File: config.mk
export PLATFORM = sky130hd
export DESIGN_NAME = axis_rx_framer_flat
export DESIGN_NICKNAME = d
export VERILOG_FILES = /design/src/rtl/axis_rx_framer_if.sv /design/src/rtl/axis_rx_framer.sv /design/src/flat_wrapper.sv
export SDC_FILE = /design/constraint.sdc
export NUM_CORES = 1
export LEC_CHECK = 0
export ABC_AREA = 1
export BUFFER_PORTS_ARGS = -buffer_cell sky130_fd_sc_hd__buf_2
export CORE_MARGIN = 5
export CORE_UTILIZATION = 50
export DETAILED_ROUTE_END_ITERATION = 7
export GPL_TIMING_DRIVEN = 1
export HOLD_SLACK_MARGIN = 0.06
export MAX_ROUTING_LAYER = met4
export PLACE_DENSITY = 0.81
export REMOVE_ABC_BUFFERS = 1
export SLEW_MARGIN = 15
export SYNTH_ARGS = -nofsm -noshare
export SYNTH_HDL_FRONTEND = slang
export SYNTH_SLANG_ARGS = --single-unit
File: constraint.sdc
create_clock -name clk -period 4.55 [get_ports clk]
set_input_delay 0 -clock clk [delete_from_list [all_inputs] [get_ports clk]]
set_output_delay 0 -clock clk [all_outputs]
set_load 0.02 [all_outputs]
File: src/rtl/axis_rx_framer_if.sv
// axis_rx_framer_if: AXI-stream bundle shared by the raw DMA side and the payload side.
interface axis_rx_framer_if #(
  parameter int DW = 32,
  parameter int TW = 2
);
  logic [DW-1:0] tdata;
  logic [TW-1:0] tid;
  logic          tvalid;
  logic          tlast;
  logic          tready;
  modport master (output tdata, tid, tvalid, tlast, input tready);
  modport slave (input tdata, tid, tvalid, tlast, output tready);
endinterface

File: src/rtl/axis_rx_framer.sv
// axis_rx_framer: strips a DMA header beat, forwards the payload with a latched TID and
// length-checked TLAST through a 2-entry registered skid buffer, and flags malformed packets.
module axis_rx_framer #(
  parameter int TDATA_WDT = 32,
  parameter int TID_WDT = 2,
  parameter int LEN_WDT = 16,
  parameter logic [TID_WDT-1:0] W_ID = 0,
  parameter logic [TID_WDT-1:0] B_ID = 1,
  parameter logic [TID_WDT-1:0] I_ID = 2
) (
  input  logic clk,
  input  logic rst_n,
  axis_rx_framer_if.slave s_axis,
  axis_rx_framer_if.master m_axis,
  input  logic rx_en_i,
  input  logic err_clr_i,
  output logic hdr_err_o,
  output logic id_err_o,
  output logic len_err_o,
  output logic pkt_done_o,
  output logic [15:0] pkt_cnt_o
);
  typedef enum logic [1:0] {F_HDR, F_PAY, F_DROP} state_t;
  typedef struct packed {
    logic [TDATA_WDT-1:0] data;
    logic [TID_WDT-1:0]   tid;
    logic                 last;
    logic                 good;
  } ent_t;
  state_t state_q;
  logic [TID_WDT-1:0] id_q, h_id;
  logic [LEN_WDT-1:0] len_q, cnt_q, h_len;
  ent_t e_q [2];
  ent_t ent_d;
  logic [1:0] v_q, v_d;
  logic acc, push, pop, at_end, hdr_ok, hdr_set, id_set, len_set, done_d;
  always_comb begin
    h_id = s_axis.tdata[TID_WDT-1:0];
    h_len = s_axis.tdata[16 +: LEN_WDT];
    hdr_ok = (h_id == W_ID || h_id == B_ID || h_id == I_ID) && h_len != '0;
    at_end = cnt_q == len_q - LEN_WDT'(1);
    s_axis.tready = state_q == F_HDR ? rx_en_i : state_q == F_PAY ? !v_q[1] : 1'b1;
    acc = s_axis.tvalid && s_axis.tready;
    push = acc && state_q == F_PAY;
    pop = v_q[0] && m_axis.tready;
    hdr_set = acc && state_q == F_HDR && s_axis.tlast;
    id_set = acc && state_q == F_HDR && !s_axis.tlast && !hdr_ok;
    len_set = push && (s_axis.tlast != at_end);
    ent_d = '{data: s_axis.tdata, tid: id_q, last: s_axis.tlast || at_end, good: s_axis.tlast && at_end};
    v_d = push && !pop ? {v_q[0], 1'b1} : pop && !push ? {1'b0, v_q[1]} : v_q;
    done_d = pop && e_q[0].last && e_q[0].good;
  end
  assign m_axis.tdata = e_q[0].data;
  assign m_axis.tid = e_q[0].tid;
  assign m_axis.tlast = e_q[0].last;
  assign m_axis.tvalid = v_q[0];
  // Entry 0 always holds the head so M outputs come straight from flops.
  always_ff @(posedge clk) begin
    if (!rst_n) begin
      v_q <= '0;
      e_q[0] <= '0;
      e_q[1] <= '0;
    end else begin
      v_q <= v_d;
      if (pop) begin
        e_q[0] <= v_q[1] ? e_q[1] : ent_d;
        e_q[1] <= ent_d;
      end else if (push) begin
        if (v_q[0]) e_q[1] <= ent_d;
        else e_q[0] <= ent_d;
      end
    end
  end
  always_ff @(posedge clk) begin
    if (!rst_n) begin
      state_q <= F_HDR;
      id_q <= '0;
      len_q <= '0;
      cnt_q <= '0;
      hdr_err_o <= 1'b0;
      id_err_o <= 1'b0;
      len_err_o <= 1'b0;
      pkt_done_o <= 1'b0;
      pkt_cnt_o <= '0;
    end else begin
      hdr_err_o <= (hdr_err_o && !err_clr_i) || hdr_set;
      id_err_o <= (id_err_o && !err_clr_i) || id_set;
      len_err_o <= (len_err_o && !err_clr_i) || len_set;
      pkt_done_o <= done_d;
      pkt_cnt_o <= pkt_cnt_o + 16'(done_d);
      if (acc)
        case (state_q)
          F_HDR:
            if (!s_axis.tlast) begin
              state_q <= hdr_ok ? F_PAY : F_DROP;
              id_q <= h_id;
              len_q <= h_len;
              cnt_q <= '0;
            end
          F_PAY: begin
            cnt_q <= cnt_q + LEN_WDT'(1);
            if (ent_d.last) state_q <= s_axis.tlast ? F_HDR : F_DROP;
          end
          default:
            if (s_axis.tlast) state_q <= F_HDR;
        endcase
    end
  end
endmodule
File: src/flat_wrapper.sv
// flat-port wrapper written by rule: the top's interface ports become plain ports
module axis_rx_framer_flat 
#(
  parameter int TDATA_WDT = 32,
  parameter int TID_WDT = 2,
  parameter int LEN_WDT = 16,
  parameter logic [TID_WDT-1:0] W_ID = 0,
  parameter logic [TID_WDT-1:0] B_ID = 1,
  parameter logic [TID_WDT-1:0] I_ID = 2
)
  (clk, rst_n, rx_en_i, err_clr_i, hdr_err_o, id_err_o, len_err_o, pkt_done_o, pkt_cnt_o, s_axis_tdata, s_axis_tid, s_axis_tvalid, s_axis_tlast, s_axis_tready, m_axis_tdata, m_axis_tid, m_axis_tvalid, m_axis_tlast, m_axis_tready);
  axis_rx_framer_if s_axis_i ();
  axis_rx_framer_if m_axis_i ();
  input  logic clk;
  input  logic rst_n;
  input  logic rx_en_i;
  input  logic err_clr_i;
  output logic hdr_err_o;
  output logic id_err_o;
  output logic len_err_o;
  output logic pkt_done_o;
  output logic [15:0] pkt_cnt_o;
  input wire logic [$bits(s_axis_i.tdata)-1:0] s_axis_tdata;
  input wire logic [$bits(s_axis_i.tid)-1:0] s_axis_tid;
  input wire logic [$bits(s_axis_i.tvalid)-1:0] s_axis_tvalid;
  input wire logic [$bits(s_axis_i.tlast)-1:0] s_axis_tlast;
  output wire logic [$bits(s_axis_i.tready)-1:0] s_axis_tready;
  output wire logic [$bits(m_axis_i.tdata)-1:0] m_axis_tdata;
  output wire logic [$bits(m_axis_i.tid)-1:0] m_axis_tid;
  output wire logic [$bits(m_axis_i.tvalid)-1:0] m_axis_tvalid;
  output wire logic [$bits(m_axis_i.tlast)-1:0] m_axis_tlast;
  input wire logic [$bits(m_axis_i.tready)-1:0] m_axis_tready;
  assign s_axis_i.tdata = s_axis_tdata;
  assign s_axis_i.tid = s_axis_tid;
  assign s_axis_i.tvalid = s_axis_tvalid;
  assign s_axis_i.tlast = s_axis_tlast;
  assign s_axis_tready = s_axis_i.tready;
  assign m_axis_tdata = m_axis_i.tdata;
  assign m_axis_tid = m_axis_i.tid;
  assign m_axis_tvalid = m_axis_i.tvalid;
  assign m_axis_tlast = m_axis_i.tlast;
  assign m_axis_i.tready = m_axis_tready;
  axis_rx_framer #(.TDATA_WDT(TDATA_WDT), .TID_WDT(TID_WDT), .LEN_WDT(LEN_WDT), .W_ID(W_ID), .B_ID(B_ID), .I_ID(I_ID)) u_core (.clk(clk), .rst_n(rst_n), .s_axis(s_axis_i), .m_axis(m_axis_i), .rx_en_i(rx_en_i), .err_clr_i(err_clr_i), .hdr_err_o(hdr_err_o), .id_err_o(id_err_o), .len_err_o(len_err_o), .pkt_done_o(pkt_done_o), .pkt_cnt_o(pkt_cnt_o));
endmodule
==> results of run 1 <==
[cells by family (layout without fill, tap and decap cells)]
group,Yosys count,count (layout),synth area share
xor+xnor,18,18,0.0236
buf+inv,163,271,0.121
fa+ha+maj,7,7,0.0131
simple gates,321,321,0.211
flops,130,130,0.497
compound gates,123,123,0.134
[power groups by stage]
stage          registers, W  clock network, W  logic [W]
6_report            0.00134           0.00134   0.000405
5_1_grt             0.00134           0.00141   0.000454
3_5_place_dp        0.00136                 0   0.000378
4_1_cts             0.00134           0.00135   0.000406
3_3_place_gp        0.00136                 0   0.000369
2_1_floorplan       0.00138                 0   0.000240
[worst max-delay path by stage]
stage / from / end / slack [ns]
after floorplan: u_core.len_q[0] / u_core.state_q[1] / 2.14
final: u_core.len_q[0] / u_core.state_q[1] / 1.69
after global routing: u_core.len_q[0] / u_core.state_q[1] / 1.32
after CTS: u_core.len_q[0] / u_core.state_q[1] / 1.71
after global placement: u_core.len_q[0] / u_core.state_q[1] / 1.81
after detailed placement: u_core.len_q[0] / u_core.state_q[1] / 1.72
[sequential cells by signal (all words and copies together) (netlist names)]
register,count
u_core.cnt_q,16
u_core.e_q,72
u_core.hdr_err_o,1
u_core.id_err_o,1
u_core.id_q,2
u_core.len_err_o,1
u_core.len_q,16
u_core.pkt_cnt_o,16
u_core.pkt_done_o,1
u_core.state_q,2
u_core.v_q,2
[synthesized netlist by cell type (all sizes together) (7+ instances only)]
master / instances
buf: 48
edfxtp: 72
a211oi: 39
nand3: 30
dfxtp: 58
nor2: 137
xor2: 11
a21oi: 43
nand2: 118
inv: 103
clkbuf: 12
nand4: 14
o21ai: 36
nor3: 16
ha: 7
xnor2: 7
[what timing repair did]
item	CTS	global route
hold buffers	37	0
gates resized for setup	0	0
endpoints found under the hold margin	85	0
[layer usage]
metal,global-route usage,part of all wire,vias to the layer above,wire length [um]
met5,-,0,-,0
met3,0.0500,0.057,21,791
met1,0.222,0.43,2332,6060
met2,0.305,0.49,123,6890
li1,-,-,2669,-
met4,0.0631,0.018,0,246
[tightest hold or removal path: stages]
cell,delay (ns)
buf_2,0.11
nand3_4,0.12
nor2_4,0.06
nand3_1,0.08
o21ai_0,0.08
[layout make-up]
class                      count  area, um2  area share
timing repair buffer         136        876       0.110
tap                          176        220      0.0277
sequential                   130       3320       0.418
clock inverter                 6       78.8     0.00992
multi-input combinational    469       2560       0.322
inverter                     103        389      0.0490
clock buffer                  26        500      0.0630
[stage by stage]
step | hold slack, ns | util | setup slack (ns)
after CTS | 0.0924 | 0.602 | 1.71
after floorplan | 0.0935 | - | 2.14
after global placement | 0.294 | 0.530 | 1.81
after global routing | 0.121 | 0.602 | 1.32
final | 0.0854 | 0.602 | 1.69
after detailed placement | 0.299 | 0.530 | 1.72
==> impl_metrics.ini, run 1 <==
[pwr]
power_leakage_nw = 3.48
power_w = 0.00308
p_clk_frac = 0.435
pwr-share-seq = 0.434
p_sw_w = 0.000776
powerDensity_nw_per_um2 = 388
vdd_drop_max_mv = 0.361
comb_power_share = 0.132
p_int_w = 0.00230
switching_share = 0.252

[timing]
rsz0062_at_grt = no
setup_viol = 0
finalMaxSlewViolations = 0
fin_crit_sh = 0.630
tns_ns = 0
fin_crit_ns = 2.86
clock_skew_ns = 0.00751
relSlewSlack = 0.366
fmax_mhz = 349
tightest_slew_ns = 0.949
hold_violations = 0

[routing]
dr.pass1.iters = 4
drt_iter0_markers = 237
wl_per_cell_um = 13.4
ant_nets = 0
vias = 5145
routed_wl_um = 14000
drc_errors = 0
avgViaCountPerCell = 4.92

[layout]
finalNonFillerCells = 1046
fillCellCount = 1120
fin_area_um2 = 7940
final_cell_mix = nor2_1, nand2_1, inv_1, buf_2, edfxtp_1
syn2layout_area_growth_pct = 18.9
antenna_cells = 0
drive_gt1_frac = 0.216
mostFrequentLayoutCell = nor2_1
fin_nets = 905

[place]
place.gp.congestion = 0.892
portBuffers = 95
dp.cells = 977
dpl_cell_area_um2 = 6990
dp_hpwl_um = 9230

[cts]
cts_inserted_buffers = 17
htreeDepth = 4
postCtsSetupRepairBufs = 0
tritoncts = done
clk_pin_slew_ns = 0.06
cts_sinks = 130
cts_root_buf = clkbuf_16
clock_latency_ns = 0.43
clk_path_buf_depth = 2

[worst_hold_path]
min-delay-start = s_axis_tvalid
hold_depth = 5
whs_endpoint = u_core.len_err_o
min_path_type = in -> reg

[synth]
synth_area_leader_cell = edfxtp_1
dominantRegCellSynth = edfxtp_1
syn_area_um2 = 6680
async_flop_share = 0
yosysUniqueCellTypes = 40
synth_top_area_share = 0.324
syn-instance-count = 762
synth-edff-count = 72
synth.ff_latch_count = 130
seq_area_frac_synth = 0.497
yosysWarnings = 0
synthTopCellsByArea = edfxtp_1, dfxtp_1, nor2_1
syn_avg_cell_area_um2 = 8.77

[worst_setup_path]
rr_startpoint = u_core.len_q[0]
start_kind = flop
crit_type = reg -> reg
critical_path.top_delay_family = simple AND/OR/NAND/NOR gates
cp.depth = 18
r2r_end = u_core.state_q[1]
critPathMaxStageDelay_ns = 0.35
critPathRequiredTime_ns = 4.86
crit_chain = inv_1 -> ha_1 -> nand2_1 -> nor2_2 -> nand3_1 -> nand2_1 -> nand2_1 -> nor2_1 -> nand2_1 -> nor2_1 -> nand2_1 -> ha_1 -> nand2_1 -> o21ai_0 -> nor3_1 -> o21ai_0 -> a21oi_1 -> nor2_1
slowest_stage = nor3_1
cp-end-kind = flop
cpMostUsedCell = nand2_1
r2r_cells = 18
worst-path-buf-inv = 1
arrival_ns = 3.18
r2r_slack_ns = 1.69
cp_max_fo = 6

[die]
dieWidth_um = 126
ios = 98
dieArea_um2 = 15800
die_h_um = 126
rows = 42
start_util = 0.507
placeableCoreArea_um2 = 13200

[grt]
grt_max_degree = 47
grt_overflow = 0
antenna_found_initial = 0
grt_use_total = 0.186
grt_pass1_vias = 4971
grt_pass1_wl_um = 23300

[flow_run]
cap_violations = 0

[outcome]
status = finished clean
Power figures use the tool's default switching activity.
==> run 2: changes to the inputs <==
- clock period: 4.55 -> 2.9 ns (I/O delays scaled with it)
==> impl_metrics.ini, run 2 (synthesis results as in run 1) <==
[layout]
drive_gt1_frac = 0.229
final_cell_mix = nor2_1, nand2_1, inv_1, buf_2, edfxtp_1
fin_area_um2 = 8020
fin_nets = 909
fillCellCount = 1088
utilization = 0.608
antenna_cells = 0
largest_reg_flops = 72
seq_area_um2 = 3320
top_register = u_core.e_q
mostFrequentLayoutCell = nor2_1
multi_input_comb_area_um2 = 2570
syn2layout_area_growth_pct = 20.0

[worst_setup_path]
rr_startpoint = u_core.len_q[0]
r2r_cells = 18
slowest_stage = dfxtp_1
cp-end-kind = flop
r2r_slack_ns = 0.32
critPathRequiredTime_ns = 3.20
critPathMaxStageDelay_ns = 0.32
cpMostUsedCell = nand2_1
start_kind = flop
crit_chain = inv_1 -> ha_2 -> nand2_1 -> nor2_1 -> nand3b_1 -> nand2_1 -> nand2_1 -> nor2_1 -> nand2_1 -> nor2_1 -> nand2_1 -> ha_1 -> nand2_1 -> o21ai_0 -> nor3_2 -> o21ai_0 -> a21oi_1 -> nor2_1
arrival_ns = 2.88
crit_type = reg -> reg
cp_max_fo = 6
r2r_end = u_core.state_q[1]

[worst_hold_path]
whs_endpoint = u_core.hdr_err_o
min-delay-start = s_axis_tvalid
hold_depth = 5
min_path_type = in -> reg

[pwr]
pwr-share-seq = 0.437
comb_power_share = 0.136
power_leakage_nw = 3.51
p_clk_frac = 0.427
vdd_drop_max_mv = 0.405
p_sw_w = 0.00128
p_int_w = 0.00352
powerDensity_nw_per_um2 = 598
power_w = 0.00480
switching_share = 0.266

[die]
die_h_um = 126
start_util = 0.507
rows = 42
dieArea_um2 = 15800
dieWidth_um = 126
ios = 98
placeableCoreArea_um2 = 13200

[timing]
postLayoutSetupSlackWorst_ns = 0.323
setup_viol = 0
clock_skew_ns = 0.00863
relSlewSlack = 0.627
fmax_mhz = 388
hold_violations = 0
finalMaxSlewViolations = 0
fin_crit_ns = 2.58
fin_crit_sh = 0.889
rsz0062_at_grt = no
tightest_slew_ns = 0.558
tns_ns = 0

[grt]
use_met3 = 0.0461
grt.busiest_layer = met2
grt_pass1_vias = 5172
grt_use_met1 = 0.228
grt_max_degree = 47
grtUsageMet2 = 0.319
grt_use_total = 0.191
grt_overflow = 0
grt_pass1_wl_um = 24100
antenna_found_initial = 0

[routing]
vias = 5281
wl_per_cell_um = 13.5
drc_errors = 0
avgViaCountPerCell = 5.03
routed_wl_um = 14200
ant_nets = 0
dr.pass1.iters = 5
drt_iter0_markers = 357

[place]
post-place-ws_ns = 0.143
place.gp.congestion = 0.897
dpl_cell_area_um2 = 7050
portBuffers = 95
dp_hpwl_um = 9380

[outcome]
status = finished clean

[cts]
clk_path_buf_depth = 2
clk_pin_slew_ns = 0.06
clock_latency_ns = 0.42
htreeDepth = 4
cts_inserted_buffers = 17
cts_root_buf = clkbuf_16
tritoncts = done
cts_sinks = 130

[flow_run]
cap_violations = 0
-- run 2: changes by cell type in the layout (fill, tap and decap cells not counted), moves of 2 or more --
cell,change
clkinv_2,+2
clkinvlp_4,+3
buf_12,+3
inv_6,+2
clkbuf_1,-5
-- run 2: layer usage --
layer	up-vias	wire length [um]
li1	2684	-
met1	2420	6140
met2	155	7020
met3	22	790
met4	0	264
met5	-	0
-- run 2: worst max path at each step --
stage,cells past startpoint,end,startpoint,slack [ns]
after floorplan,18,u_core.state_q[1],u_core.len_q[0],0.49
after global placement,18,u_core.state_q[1],u_core.len_q[0],0.24
after detailed placement,18,u_core.state_q[1],u_core.len_q[0],0.14
after CTS,18,u_core.state_q[1],u_core.len_q[0],0.12
after global routing,18,u_core.state_q[1],u_core.len_q[0],0.03
final,18,u_core.state_q[1],u_core.len_q[0],0.32
-- run 2: stage by stage --
step	std cells	hold slack [ns]
floorplan	702	0.0935
global placement	980	0.295
detailed placement	980	0.302
CTS	1049	0.0602
global route	1050	0.101
finish	1050	0.0655
-- run 2: power groups by stage --
| stage | registers (W) | clock network (W) | logic [W] |
|---|---|---|---|
| floorplan | 0.00217 | 0 | 0.000377 |
| global placement | 0.00213 | 0 | 0.000592 |
| detailed placement | 0.00213 | 0 | 0.000602 |
| CTS | 0.00209 | 0.00208 | 0.000646 |
| global route | 0.00210 | 0.00217 | 0.000738 |
| finish | 0.00209 | 0.00205 | 0.000654 |
-- run 2: repair_timing --
item                                   4_1_cts  5_1_grt
buffers inserted                             0        1
hold buffers                                37        0
setup endpoints to repair                    0        2
gates resized for setup                      0        3
endpoints found under the hold margin       86        0
-- run 2: critical path, delay by kind of cell, from the launching register on --
| family | cells | cell delay (ns) |
|---|---|---|
| flops | 1 | 0.32 |
| buf+inv | 1 | 0.12 |
| simple gates | 12 | 1.20 |
| compound gates | 3 | 0.34 |
| fa+ha+maj | 2 | 0.46 |
-- run 2: final cells by class --
type | count | area share
multi-input combinational | 469 | 0.320
tap | 176 | 0.0275
inverter | 103 | 0.0485
sequential | 130 | 0.415
clock inverter | 12 | 0.0130
clock buffer | 20 | 0.0584
timing repair buffer | 140 | 0.118
==> run 3: changes to the inputs <==
- RECOVER_POWER: default -> 25
==> impl_metrics.ini, run 3 (synthesis results as in run 1) <==
[routing]
avgViaCountPerCell = 5.04
vias = 5288
drt_iter0_markers = 314
wl_per_cell_um = 13.6
dr.pass1.iters = 5
drc_errors = 0
ant_nets = 0
routed_wl_um = 14200

[layout]
top_register = u_core.e_q
largest_reg_flops = 72
mostFrequentLayoutCell = nor2_1
utilization = 0.602
drive_gt1_frac = 0.162
finalNonFillerCells = 1050
antenna_cells = 0
final_cell_mix = nor2_1, nand2_1, inv_1, edfxtp_1, clkbuf_1
fin_nets = 909
syn2layout_area_growth_pct = 18.8

[grt]
antenna_found_initial = 0
grt_max_degree = 47
use_met3 = 0.0461
grt_pass1_wl_um = 24100
grt_pass1_vias = 5172
grtUsageMet2 = 0.319
grt_overflow = 0
grt.busiest_layer = met2
grt_use_met1 = 0.228
grt_use_total = 0.191

[worst_hold_path]
min_path_type = in -> reg
min-delay-start = s_axis_tvalid
hold_depth = 5
whs_endpoint = u_core.hdr_err_o

[cts]
clock_latency_ns = 0.42
cts_sinks = 130
clk_pin_slew_ns = 0.06
clk_path_buf_depth = 2
cts_inserted_buffers = 17
htreeDepth = 4
tritoncts = done
cts_root_buf = clkbuf_16

[timing]
tns_ns = 0
fin_crit_sh = 0.890
tightest_slew_ns = 1.28
relSlewSlack = 0.147
finalMaxSlewViolations = 0
clock_skew_ns = 0.00848
fin_crit_ns = 2.58
rsz0062_at_grt = no
setup_viol = 0
fmax_mhz = 387
hold_violations = 0

[die]
dieArea_um2 = 15800
rows = 42
placeableCoreArea_um2 = 13200
die_h_um = 126
dieWidth_um = 126
ios = 98
start_util = 0.507

[worst_setup_path]
arrival_ns = 2.85
cp-end-kind = flop
r2r_slack_ns = 0.32
critPathRequiredTime_ns = 3.17
r2r_cells = 18
rr_startpoint = u_core.len_q[0]
cp_max_fo = 6
start_kind = flop
crit_type = reg -> reg
r2r_end = u_core.state_q[0]

[place]
place.gp.congestion = 0.897
dp.cells = 980
portBuffers = 95
dp_hpwl_um = 9380

[outcome]
status = finished clean

[pwr]
power_leakage_nw = 3.29
vdd_drop_max_mv = 0.404
powerDensity_nw_per_um2 = 603

[flow_run]
cap_violations = 0
## run 3: cell types whose count changed in the layout (fill, tap and decap cells not counted), sizes merged
cell    before  now
clkbuf      20   78
buf        103   45
## run 3: layer usage
layer,share of wire,vias up
met5,0,-
met2,0.50,152
met1,0.43,2433
met3,0.054,22
met4,0.019,0
li1,-,2681
## run 3: how the worst max path moves through the flow
stage,start,endpoint,slack [ns],cells past startpoint
2_1_floorplan,u_core.len_q[0],u_core.state_q[1],0.49,18
3_3_place_gp,u_core.len_q[0],u_core.state_q[1],0.24,18
3_5_place_dp,u_core.len_q[0],u_core.state_q[1],0.14,18
4_1_cts,u_core.len_q[0],u_core.state_q[1],0.12,18
5_1_grt,u_core.len_q[0],u_core.state_q[1],0.03,18
6_report,u_core.len_q[0],u_core.state_q[0],0.32,18
## run 3: critical path: stages, from the launching register on
cell and delay [ns]:
dfxtp_1 0.32, inv_1 0.12, ha_2 0.27, nand2_1 0.16, nor2_1 0.17, nand3b_1 0.09
nand2_1 0.07, nand2_1 0.04, nor2_1 0.13, nand2_1 0.06, nor2_1 0.08, nand2_1 0.07
ha_1 0.20, nand2_1 0.07, o21ai_0 0.09, nor3_2 0.21, nor2_1 0.08, a21oi_1 0.14
nor2_1 0.05
## run 3: layout make-up
| class | count | area, um2 |
|---|---|---|
| clock inverter | 12 | 104 |
| timing repair buffer | 140 | 868 |
| sequential | 130 | 3320 |
| multi-input combinational | 469 | 2570 |
| inverter | 103 | 389 |
| fill | 1132 | 5250 |
| tap | 176 | 220 |
| clock buffer | 20 | 468 |
## run 3: repair_timing
item / CTS / global route
setup endpoints to repair: 0 / 2
gates resized for setup: 0 / 3
hold buffers: 37 / 0
buffers inserted: 0 / 1
hold endpoints to repair: 86 / 0
## run 3: through the flow
| step | instance area (um2) | setup WS (ns) | total power, W | hold slack (ns) |
|---|---|---|---|---|
| floorplan | 6260 | 0.487 | 0.00255 | 0.0935 |
| global placement | 7050 | 0.243 | 0.00272 | 0.295 |
| detailed placement | 7050 | 0.143 | 0.00273 | 0.302 |
| CTS | 8000 | 0.123 | 0.00482 | 0.0602 |
| global route | 7940 | 0.0261 | 0.00501 | 0.101 |
| finish | 7940 | 0.318 | 0.00479 | 0.0653 |
## run 3: power breakdown
group | total, W | switching [W] | internal (W)
combinational | 0.000643 | 0.000428 | 0.000215
sequential | 0.00210 | 0.0000508 | 0.00204
clock | 0.00205 | 0.000800 | 0.00125
total | 0.00479 | 0.00128 | 0.00351
